==> src/rtl/restador_serie_if.sv <==
// -----------------------------------------------------------------------------
// restador_serie_if
// Bundles the request/result signals of the serial sign-magnitude subtractor.
//
// Handshake: the master raises start together with valid operands a/b. The
// request is taken on the first rising edge that finds the block idle. busy
// stays high while the operation runs. done is a single-cycle pulse that marks
// res/ovf as valid. res/ovf then hold until the next done.
//
// Signals:
//   start     master -> slave  operation request
//   a, b      master -> slave  minuend / subtrahend, sign-magnitude, N bits
//   busy      slave -> master  high in COMP and CALC
//   done      slave -> master  one-cycle completion pulse
//   res       slave -> master  a - b, sign-magnitude, N bits
//   ovf       slave -> master  magnitude overflow (add path only)
//   dbg_state slave -> master  current FSM state encoding (debug)
// -----------------------------------------------------------------------------
interface restador_serie_if #(
    parameter int N = 4
);
    logic         start;
    logic [N-1:0] a;
    logic [N-1:0] b;
    logic         busy;
    logic         done;
    logic [N-1:0] res;
    logic         ovf;
    logic [1:0]   dbg_state;

    modport master (
        output start, a, b,
        input  busy, done, res, ovf, dbg_state
    );

    modport slave (
        input  start, a, b,
        output busy, done, res, ovf, dbg_state
    );
endinterface

==> src/rtl/restador_serie.sv <==
// -----------------------------------------------------------------------------
// restador_serie
// Serial sign-magnitude subtractor. It computes res = a - b as a + (-b). One
// magnitude bit is processed per clock, LSB first.
//
// Ports:
//   clk    rising-edge clock
//   rst_n  asynchronous active-low reset
//   bus    restador_serie_if slave modport (start, a, b, busy, done, res, ovf,
//          dbg_state)
//
// Timing after start is accepted at edge 0:
//   edge 1      : leave COMP (operation type and ordering fixed)
//   edges 2..N  : N-1 CALC cycles, one magnitude bit each
//   edge N      : res/ovf registered and done raised
//   edge N+1    : back to IDLE
// -----------------------------------------------------------------------------
module restador_serie #(
    parameter int N = 4
) (
    input  logic             clk,
    input  logic             rst_n,
    restador_serie_if.slave  bus
);
    localparam int M  = N - 1;                  // magnitude width
    localparam int CW = (M > 1) ? $clog2(M) : 1;

    typedef enum logic [1:0] {
        IDLE = 2'd0,
        COMP = 2'd1,
        CALC = 2'd2,
        DONE = 2'd3
    } state_t;

    state_t          r_state;
    logic            r_sign_a;
    logic            r_sign_b;
    logic [M-1:0]    r_x;          // minuend magnitude (after ordering)
    logic [M-1:0]    r_y;          // subtrahend/addend magnitude
    logic [M-1:0]    r_acc;        // result bits, shifted in from the MSB side
    logic [CW-1:0]   r_cnt;
    logic            r_carry;      // carry (add) or borrow (subtract)
    logic            r_op_add;
    logic            r_sign_res;
    logic            r_busy;
    logic            r_done;
    logic [N-1:0]    r_res;
    logic            r_ovf;

    logic            w_add;
    logic            w_xb;
    logic            w_yb;
    logic            w_sum;
    logic            w_cout;
    logic            w_last;
    logic [M-1:0]    w_acc_next;

    // a - b is a + (-b). Equal effective signs mean the magnitudes are added.
    assign w_add  = (r_sign_a == ~r_sign_b);
    assign w_xb   = r_x[0];
    assign w_yb   = r_y[0];
    assign w_sum  = w_xb ^ w_yb ^ r_carry;
    assign w_last = (r_cnt == CW'(M - 1));

    always_comb begin
        if (r_op_add) begin
            w_cout = (w_xb & w_yb) | (w_xb & r_carry) | (w_yb & r_carry);
        end else begin
            w_cout = (~w_xb & w_yb) | (~w_xb & r_carry) | (w_yb & r_carry);
        end
    end

    // The new bit enters at the top. After M shifts the first (LSB) bit has
    // reached position 0.
    always_comb begin
        w_acc_next        = r_acc >> 1;
        w_acc_next[M-1]   = w_sum;
    end

    always_ff @(posedge clk or negedge rst_n) begin
        if (!rst_n) begin
            r_state    <= IDLE;
            r_sign_a   <= 1'b0;
            r_sign_b   <= 1'b0;
            r_x        <= '0;
            r_y        <= '0;
            r_acc      <= '0;
            r_cnt      <= '0;
            r_carry    <= 1'b0;
            r_op_add   <= 1'b0;
            r_sign_res <= 1'b0;
            r_busy     <= 1'b0;
            r_done     <= 1'b0;
            r_res      <= '0;
            r_ovf      <= 1'b0;
        end else begin
            case (r_state)
                IDLE: begin
                    r_done <= 1'b0;
                    if (bus.start) begin
                        r_sign_a <= bus.a[N-1];
                        r_sign_b <= bus.b[N-1];
                        r_x      <= bus.a[M-1:0];
                        r_y      <= bus.b[M-1:0];
                        r_busy   <= 1'b1;
                        r_state  <= COMP;
                    end
                end
                COMP: begin
                    r_op_add <= w_add;
                    r_carry  <= 1'b0;
                    r_cnt    <= '0;
                    r_acc    <= '0;
                    if (w_add) begin
                        r_sign_res <= r_sign_a;
                    end else if (r_y > r_x) begin
                        // The larger magnitude becomes the minuend, so no final
                        // borrow can occur. The result takes the sign of -b.
                        r_x        <= r_y;
                        r_y        <= r_x;
                        r_sign_res <= ~r_sign_b;
                    end else begin
                        r_sign_res <= r_sign_a;
                    end
                    r_state <= CALC;
                end
                CALC: begin
                    r_x     <= r_x >> 1;
                    r_y     <= r_y >> 1;
                    r_acc   <= w_acc_next;
                    r_carry <= w_cout;
                    r_cnt   <= r_cnt + CW'(1);
                    if (w_last) begin
                        // A zero magnitude is always reported as +0.
                        r_res   <= {(w_acc_next != '0) ? r_sign_res : 1'b0, w_acc_next};
                        r_ovf   <= r_op_add & w_cout;
                        r_busy  <= 1'b0;
                        r_done  <= 1'b1;
                        r_state <= DONE;
                    end
                end
                DONE: begin
                    r_done  <= 1'b0;
                    r_state <= IDLE;
                end
                default: begin
                    r_busy  <= 1'b0;
                    r_done  <= 1'b0;
                    r_state <= IDLE;
                end
            endcase
        end
    end

    assign bus.busy      = r_busy;
    assign bus.done      = r_done;
    assign bus.res       = r_res;
    assign bus.ovf       = r_ovf;
    assign bus.dbg_state = r_state;
endmodule

==> src/flat_wrapper.sv <==
// flat-port wrapper written by rule: the top's interface ports become plain ports
module restador_serie_flat 
#(
    parameter int N = 4
)
  (clk, rst_n, bus_start, bus_a, bus_b, bus_busy, bus_done, bus_res, bus_ovf, bus_dbg_state);
  restador_serie_if #(.N(N)) bus_i ();
  input  logic clk;
  input  logic rst_n;
  input wire logic [$bits(bus_i.start)-1:0] bus_start;
  input wire logic [$bits(bus_i.a)-1:0] bus_a;
  input wire logic [$bits(bus_i.b)-1:0] bus_b;
  output wire logic [$bits(bus_i.busy)-1:0] bus_busy;
  output wire logic [$bits(bus_i.done)-1:0] bus_done;
  output wire logic [$bits(bus_i.res)-1:0] bus_res;
  output wire logic [$bits(bus_i.ovf)-1:0] bus_ovf;
  output wire logic [$bits(bus_i.dbg_state)-1:0] bus_dbg_state;
  assign bus_i.start = bus_start;
  assign bus_i.a = bus_a;
  assign bus_i.b = bus_b;
  assign bus_busy = bus_i.busy;
  assign bus_done = bus_i.done;
  assign bus_res = bus_i.res;
  assign bus_ovf = bus_i.ovf;
  assign bus_dbg_state = bus_i.dbg_state;
  restador_serie #(.N(N)) u_core (.clk(clk), .rst_n(rst_n), .bus(bus_i));
endmodule
==> config.mk <==
export PLATFORM = sky130hd
export DESIGN_NAME = restador_serie_flat
export DESIGN_NICKNAME = d
export VERILOG_FILES = /design/src/rtl/restador_serie_if.sv /design/src/rtl/restador_serie.sv /design/src/flat_wrapper.sv
export SDC_FILE = /design/constraint.sdc
export NUM_CORES = 1
export LEC_CHECK = 0
export ABC_CLOCK_PERIOD_IN_PS = 3730
export CAP_MARGIN = 20
export CORE_ASPECT_RATIO = 1.25
export CORE_MARGIN = 2
export CORE_UTILIZATION = 47
export CTS_BUF_LIST = sky130_fd_sc_hd__clkbuf_16
export CTS_CLUSTER_DIAMETER = 60
export DETAILED_ROUTE_END_ITERATION = 10
export MAX_ROUTING_LAYER = met4
export PLACE_DENSITY = 0.71
export SYNTH_ARGS = -nofsm -noshare
export SYNTH_HDL_FRONTEND = slang
export SYNTH_SLANG_ARGS = --single-unit
export TNS_END_PERCENT = 20
==> constraint.sdc <==
create_clock -name clk -period 3.73 [get_ports clk]
set_input_delay 0.746 -clock clk [delete_from_list [all_inputs] [get_ports clk]]
set_output_delay 0.746 -clock clk [all_outputs]
set_load 0.005 [all_outputs]
* Word-level counts from Yosys, hierarchy flattened *
Index checks and enable logic that the tools add are counted.

word-level totals
  register bits = 25
  latch bits = 0
  memory bits (writable) = 0
  ROM bits = 0
  input port bits = 11
  output and inout port bits = 9
  word-level logic and storage cells = 75
  memories kept = 0

operators by class
  add/subtract/negate cells = 1
  multipliers = 0
  divide/modulo/power cells = 0
  $lt $le $gt $ge = 1
  equal/unequal tests = 9
  shift-type cells = 0
  muxes and demuxes = 23
  bitwise logic cells = 14
  reductions and logical operators = 13

operator list
  kind                                                 number
  two-way mux 3 bit                                    6
  case mux 3 bit (3 select lines)                      2
  case mux 2 bit (4 select lines)                      1
  AND reduction 2 bit                                  4
  two-way mux 1 bit                                    7
  bitwise AND 1 bit                                    6
  equality test 2 bit, second input constant           3
  case mux 1 bit (2 select lines)                      3
  case mux 3 bit (2 select lines)                      1
  nonzero test 2 bit                                   3
  nonzero test 3 bit                                   2
  two-way mux 2 bit                                    2
  != test 2 x 1 -> 1 bit, second input constant        2
  != test 2 bit, second input constant                 2
  bitwise OR 1 bit                                     4
  case mux 2 bit (2 select lines)                      1
  AND reduction 4 bit                                  1
  greater-than comparator 3 bit                        1
  AND reduction 3 bit                                  1
  adder 2 x 1 -> 2 bit, second input constant          1
  equality test 2 x 1 -> 1 bit, second input constant  1
  logical NOT 2 bit                                    1
  inverter 1 bit                                       2
  OR reduction 2 bit                                   1
  other kinds (2)                                      3

* Longest topological paths before layout *
Gate-level depths: netlist of run 1.

  word-level depth = 6
  mapped depth = 8

* Worst setup path before layout of run 1 *
No wires, ideal clock.

  kind = register to register
  from = reg u_core.r_y[2]
  to = reg u_core.r_y[1]
  library setup time = 125 ps
  arrival = 1660 ps
  data required time = 3605 ps
  slack = 1945 ps
  stages on the path, launching flop included = 8
  period minus slack after synthesis = 1785 ps
  path through = dfrtp_1 > ha_1 > nand2_1 > o21ai_2 > nand3_1 > a211o_1 > buf_6 > mux2_4

between the ends
  cells in the longest elaborated chain, start to end = 3

ends and longest elaborated chain
  item                                     RTL line               source
  start: declaration                       restador_serie.sv:39   logic [M-1:0] r_y;
  start signal: assignment                 restador_serie.sv:104  r_y <= bus.b[M-1:0];
  start signal: assignment                 restador_serie.sv:120  r_y <= r_x;
  start signal: assignment                 restador_serie.sv:129  r_y <= r_y >> 1;
  greater-than comparator 3 bit            restador_serie.sv:116  end else if (r_y > r_x) begin
  != test 2 x 1 -> 1 bit (no source line)  n/a
  AND reduction 4 bit (no source line)     n/a

Parallel ways exist; a longest one is shown, timed or not.
A chain may end at the register's enable or synchronous reset.

* Worst setup path in the final report of run 1 *
  from = in bus_start
  to = reg u_core.r_y[2]

between the ends
  cells in the longest elaborated chain, start to end = 2

ends and longest elaborated chain
  item                                  RTL line            source
  start: declaration                    flat_wrapper.sv:10  input wire logic [$bits(bus_i.start)-1:0] bus_start;
  != test 2 bit (no source line)        n/a
  AND reduction 4 bit (no source line)  n/a

No other way between the ends.

==> results of run 1 <==
[flip-flops by register name, indices dropped and copies added (netlist names), 2 cells and up]
register	cells
u_core.bus.res	4
u_core.r_x	3
u_core.bus.dbg_state	2
u_core.r_y	3
u_core.r_acc	2
u_core.r_cnt	2
[through the flow]
| stage | total power [uW] | hold slack (ns) | utilization, % | cell area [um^2] |
|---|---|---|---|---|
| after CTS | 1460 | 0.483 | 59.3 | 1570 |
| after floorplan | 1030 | 0.450 | - | 1290 |
| after global placement | 1190 | 0.463 | 56.3 | 1500 |
| final | 1450 | 0.478 | 60.3 | 1600 |
| after global routing | 1590 | 0.519 | 60.3 | 1600 |
| after detailed placement | 1220 | 0.470 | 56.3 | 1500 |
[how the worst max path moves through the flow]
stage,start,end,slack (ns),depth (start not counted)
3_3_place_gp,bus_start,u_core.r_y[1],1.51,4
4_1_cts,bus_start,u_core.r_y[2],1.75,4
5_1_grt,u_core.r_x[2],u_core.r_y[2],1.67,7
2_1_floorplan,u_core.r_y[2],u_core.r_y[1],1.94,7
6_report,bus_start,u_core.r_y[2],1.75,4
3_5_place_dp,bus_start,u_core.r_y[1],1.48,4
[synthesized netlist by cell type]
cell type / instances / area, um^2
o21a_1: 1 / 7.51
a22o_1: 1 / 8.76
mux2_4: 2 / 30.0
mux2_2: 2 / 22.5
a31oi_1: 1 / 6.26
dfrtp_1: 24 / 601
ha_1: 11 / 138
o21ai_0: 18 / 90.1
o21ai_2: 1 / 8.76
xnor2_1: 1 / 8.76
nand2b_1: 1 / 6.26
nor3b_1: 1 / 7.51
o32a_1: 1 / 10.0
inv_1: 13 / 48.8
a311o_1: 1 / 10.0
a21oi_1: 4 / 20.0
xor2_1: 1 / 8.76
mux2i_1: 4 / 40.0
nor2_1: 4 / 15.0
buf_6: 1 / 11.3
clkbuf_1: 5 / 18.8
nand3_1: 7 / 35.0
nand2_1: 17 / 63.8
a211o_1: 1 / 8.76
nor2b_1: 4 / 25.0
o22ai_1: 2 / 12.5
a22oi_1: 4 / 30.0
[layout make-up]
| type | count | area, um^2 | share of cell area [%] |
|---|---|---|---|
| clock inverter | 1 | 3.75 | 0.234 |
| multi-input combinational | 90 | 613 | 38.3 |
| inverter | 13 | 48.8 | 3.05 |
| tap | 34 | 42.5 | 2.66 |
| timing repair buffer | 20 | 218 | 13.6 |
| sequential | 24 | 601 | 37.5 |
| clock buffer | 3 | 75.1 | 4.69 |
[kinds of logic (layout without fill, tap and decap cells)]
group / count (synthesis) / after routing / share of synthesized area (%)
fa+ha+maj: 11 / 11 / 10.6
buf+inv: 19 / 37 / 6.10
compound gates: 35 / 35 / 16.5
simple gates: 34 / 34 / 11.8
mux: 8 / 8 / 7.16
xor+xnor: 2 / 2 / 1.36
flops: 24 / 24 / 46.5
[layer usage]
metal	GRT usage [%]	vias to the layer above	part of all wire [%]
met3	2.87	4	2.0
met1	22.2	443	45
met5	-	-	0
li1	-	488	-
met4	8.11	0	1.5
met2	27.8	14	51
[worst max-delay path, stage by stage]
cell and delay, ns:
clkdlybuf4s50_1 0.44, nor2b_1 0.25, a211o_1 0.35, mux2_4 0.33
[where the power goes]
group          total [uW]  switching (uW)  internal (uW)
Clock                 232            88.6            143
Sequential            460            92.2            368
Combinational         757             397            361
==> flow_metrics.env, run 1 <==
export IMPL_r2r_cells=6
export IMPL_clk_pin_slew_ns=0.06
export IMPL_ctsHoldBuffers=0
export IMPL_critical_path_class="in -> reg"
export IMPL_netlist_area_um2=1290
export IMPL_final_common_cell="dfrtp_1"
export IMPL_post_cts_resized=0
export IMPL_start_kind="input pin"
export IMPL_reg2reg_slack_ns=1.78
export IMPL_endpoint_kind="flop"
export IMPL_coreArea_um2=2650
export IMPL_grt_max_degree=25
export IMPL_first_global_vias=900
export IMPL_cap_violations=0
export IMPL_finalSetupViolCount=0
export IMPL_worst_hold_startpoint="u_core.bus.res[0]"
export IMPL_cp_max_fo=6
export IMPL_ant_nets=0
export IMPL_ys_ff_latch=24
export IMPL_htree_levels=1
export IMPL_viasPerCell=5.13
export IMPL_place_ws_ns=1.48
export IMPL_syn_to_final_growth_pct=23.9
export IMPL_leakagePower_uw=0.000733
export IMPL_fillers=237
export IMPL_grt_overflow_total=0
export IMPL_rsz0062_at_grt="no"
export IMPL_nets=174
export IMPL_cp_required_ns=3.87
export IMPL_grt_first_pass_wirelength_mm=4.17
export IMPL_die_area_um2=3190
export IMPL_synthCells=133
export IMPL_post_dp_hpwl_mm=1.71
export IMPL_final_cell_mix="24 x dfrtp_1, 19 x clkdlybuf4s50_1, 18 x o21ai_0"
export IMPL_drtIter0Drc=10
export IMPL_syn_area_per_cell_um2=9.72
export IMPL_tightest_slew_ns=0.646
export IMPL_skew_ns=0.000994
export IMPL_cts_root_buf="clkbuf_16"
export IMPL_hold_path_class="reg -> reg"
export IMPL_fp_row_count=21
export IMPL_synth_nets=155
export IMPL_setup_ws_ns=1.75
export IMPL_yosysUniqueCellTypes=27
export IMPL_die_w_um=50.9
export IMPL_port_buffers=19
export IMPL_drt_pass1_iter_count=4
export IMPL_tritoncts="done"
export IMPL_powerDensity_nw_per_um2=905
export IMPL_antenna_found_initial=0
export IMPL_wl_per_cell_um=13.0
export IMPL_gp_congestion=0.782
export IMPL_post_route_period_util_pct=53.2
export IMPL_drc=0
export IMPL_clock_latency_ns=0.25
export IMPL_drt_total_wl_mm=2.40
export IMPL_postCtsSetupBuffers=0
export IMPL_num_io_pins=20
export IMPL_cts_made_buffers=3
export IMPL_min_path_cells=2
export IMPL_drive_above_1_share_pct=5.96
export IMPL_cts_sinks=24
export IMPL_finalCriticalPeriod_ns=1.98
export IMPL_ir_worst_vdd_v=0.000443
export IMPL_slew_violations=0
export IMPL_status="completed"
export IMPL_clock_path_buffers=2
export IMPL_start_util_pct=48.7
export IMPL_arrival_ns=2.13
export IMPL_die_y_um=62.6
export IMPL_r2r_start="u_core.r_y[0]"
export IMPL_r2r_end="u_core.r_y[2]"
export IMPL_hold_path_endpoint="u_core.bus.res[0]"
export IMPL_place_inst=180
export IMPL_finalNonFillerCells=185
export IMPL_yosys_warnings=0
export IMPL_vias=949
export IMPL_setup_tns_ns=0
export IMPL_ys_seq_area_share_pct=46.5
export IMPL_num_antenna_cells=0
export IMPL_fmax_ghz=0.504
export IMPL_finalHoldViolCount=0
export IMPL_grt_usage_pct=17.7
export IMPL_relSlewSlack_pct=56.9
(Power assumes the default switching activity.)
==> inputs of run 2 (changes only) <==
Settings changed: ABC_CLOCK_PERIOD_IN_PS 3730 to 1900.
Clock period 3.73 ns to 1.9 ns, I/O delays scaled along.
==> flow_metrics.env, run 2 (synthesis gave the netlist of run 1 again) <==
export IMPL_powerDensity_nw_per_um2=1890
export IMPL_tritoncts="done"
export IMPL_rsz0062_at_grt="no"
export IMPL_status="completed"
export IMPL_gp_congestion=0.768
export IMPL_finalSetupViolCount=0
export IMPL_fmax_ghz=0.561
export IMPL_drt_pass1_iter_count=4
export IMPL_start_util_pct=48.7
export IMPL_reg2reg_slack_ns=0.12
export IMPL_grt_busiest_layer="met2"
export IMPL_nets=182
export IMPL_fillers=227
export IMPL_clk_pin_slew_ns=0.06
export IMPL_grt_usage_pct=18.7
export IMPL_skew_ns=0.00343
export IMPL_arrival_ns=1.92
export IMPL_setup_tns_ns=0
export IMPL_final_cell_mix="24 x dfrtp_1, 19 x clkdlybuf4s50_1, 18 x o21ai_0"
export IMPL_ctsHoldBuffers=0
export IMPL_cts_root_buf="clkbuf_16"
export IMPL_endpoint_kind="flop"
export IMPL_start_kind="flop"
export IMPL_die_y_um=62.6
export IMPL_grt_use_met2_pct=31.3
export IMPL_cap_violations=0
export IMPL_vias=1006
export IMPL_drc=0
export IMPL_grt_max_degree=25
export IMPL_num_antenna_cells=0
export IMPL_first_global_vias=1024
export IMPL_use_met1_pct=22.2
export IMPL_critical_path_class="reg -> reg"
export IMPL_finalCriticalPeriod_ns=1.78
export IMPL_ir_worst_vdd_v=0.00124
export IMPL_hold_path_class="in -> async"
export IMPL_design_area_um2=1680
export IMPL_die_w_um=50.9
export IMPL_fp_row_count=21
export IMPL_cts_made_buffers=3
export IMPL_post_dp_hpwl_mm=1.84
export IMPL_leakagePower_uw=0.000777
export IMPL_port_buffers=19
export IMPL_htree_levels=1
export IMPL_grt_overflow_total=0
export IMPL_coreArea_um2=2650
export IMPL_antenna_found_initial=0
export IMPL_relSlewSlack_pct=71.5
export IMPL_r2r_cells=7
export IMPL_clock_path_buffers=2
export IMPL_cp_required_ns=2.04
export IMPL_num_io_pins=20
export IMPL_cp_max_fo=4
export IMPL_post_route_period_util_pct=93.9
export IMPL_clock_latency_ns=0.26
export IMPL_drtIter0Drc=14
export IMPL_placed_cell_area_um2=1540
export IMPL_ant_nets=0
export IMPL_largest_register_ffs=4
export IMPL_r2r_end="u_core.r_x[2]"
export IMPL_syn_to_final_growth_pct=30.0
export IMPL_grt_first_pass_wirelength_mm=4.45
export IMPL_viasPerCell=5.21
export IMPL_wl_per_cell_um=13.1
export IMPL_tightest_slew_ns=0.428
export IMPL_final_common_cell="dfrtp_1"
export IMPL_use_met3_pct=2.39
export IMPL_drt_total_wl_mm=2.53
export IMPL_r2r_start="u_core.r_y[1]"
export IMPL_drive_above_1_share_pct=11.9
export IMPL_finalHoldViolCount=0
export IMPL_slew_violations=0
export IMPL_die_area_um2=3190
export IMPL_cts_sinks=24
## run 2: cell count changes in the layout (fill, tap and decap cells not counted), sizes merged
cell	delta
buf	+8
bufinv	+1
clkinv	-1
## run 2: how the worst max path moves through the flow
stage	from	end	slack, ns
CTS	u_core.r_y[2]	u_core.r_x[2]	0.06
global route	u_core.r_y[1]	u_core.r_x[2]	0.003
floorplan	u_core.r_y[2]	u_core.r_y[1]	0.11
detailed placement	u_core.r_y[1]	u_core.r_x[2]	0.08
global placement	bus_start	u_core.r_y[2]	0.14
finish	u_core.r_y[1]	u_core.r_x[2]	0.12
## run 2: layout make-up
type | count | area, um^2 | share of cell area, %
Sequential cell | 24 | 601 | 35.7
Clock inverter | 1 | 30.0 | 1.79
Tap cell | 34 | 42.5 | 2.53
Inverter | 13 | 48.8 | 2.90
Multi-Input combinational cell | 90 | 626 | 37.2
Timing Repair Buffer | 28 | 258 | 15.3
Clock buffer | 3 | 75.1 | 4.47
## run 2: worst max-delay path, cell delays in order, from the launching register on
cell and delay, ns:
dfrtp_1 0.42, ha_1 0.32, nand2_1 0.06, o21ai_2 0.12
nand3_1 0.10, a211o_1 0.33, buf_4 0.18, mux2i_1 0.12
## run 2: metal layers
metal  wire (um)  part of all wire [%]
met5           0                     0
met4          54                   2.1
met3          77                   3.0
met2        1300                    51
met1        1100                    43
## run 2: what timing repair did
| item | 4_1_cts | 5_1_grt |
|---|---|---|
| resized for setup | 0 | 1 |
| setup buffers | 0 | 3 |
| setup endpoints to repair | 0 | 6 |
## run 2: power breakdown
part	switching (uW)	internal, uW	total, uW	leakage [uW]
Clock	182	419	601	0.0000511
Sequential	155	722	878	0.000304
Combinational	853	844	1700	0.000422
Total	1190	1990	3180	0.000777
## run 2: metrics by stage
stage | total power (uW) | hold slack [ns] | worst slack [ns] | instances | util (%)
global route | 3450 | 0.512 | 0.00338 | 193 | 63.3
finish | 3180 | 0.478 | 0.117 | 193 | 63.3
floorplan | 2030 | 0.0844 | 0.115 | 133 | -
detailed placement | 2520 | 0.475 | 0.0757 | 186 | 58.0
CTS | 3140 | 0.485 | 0.0569 | 190 | 62.0
global placement | 2460 | 0.463 | 0.138 | 186 | 58.0
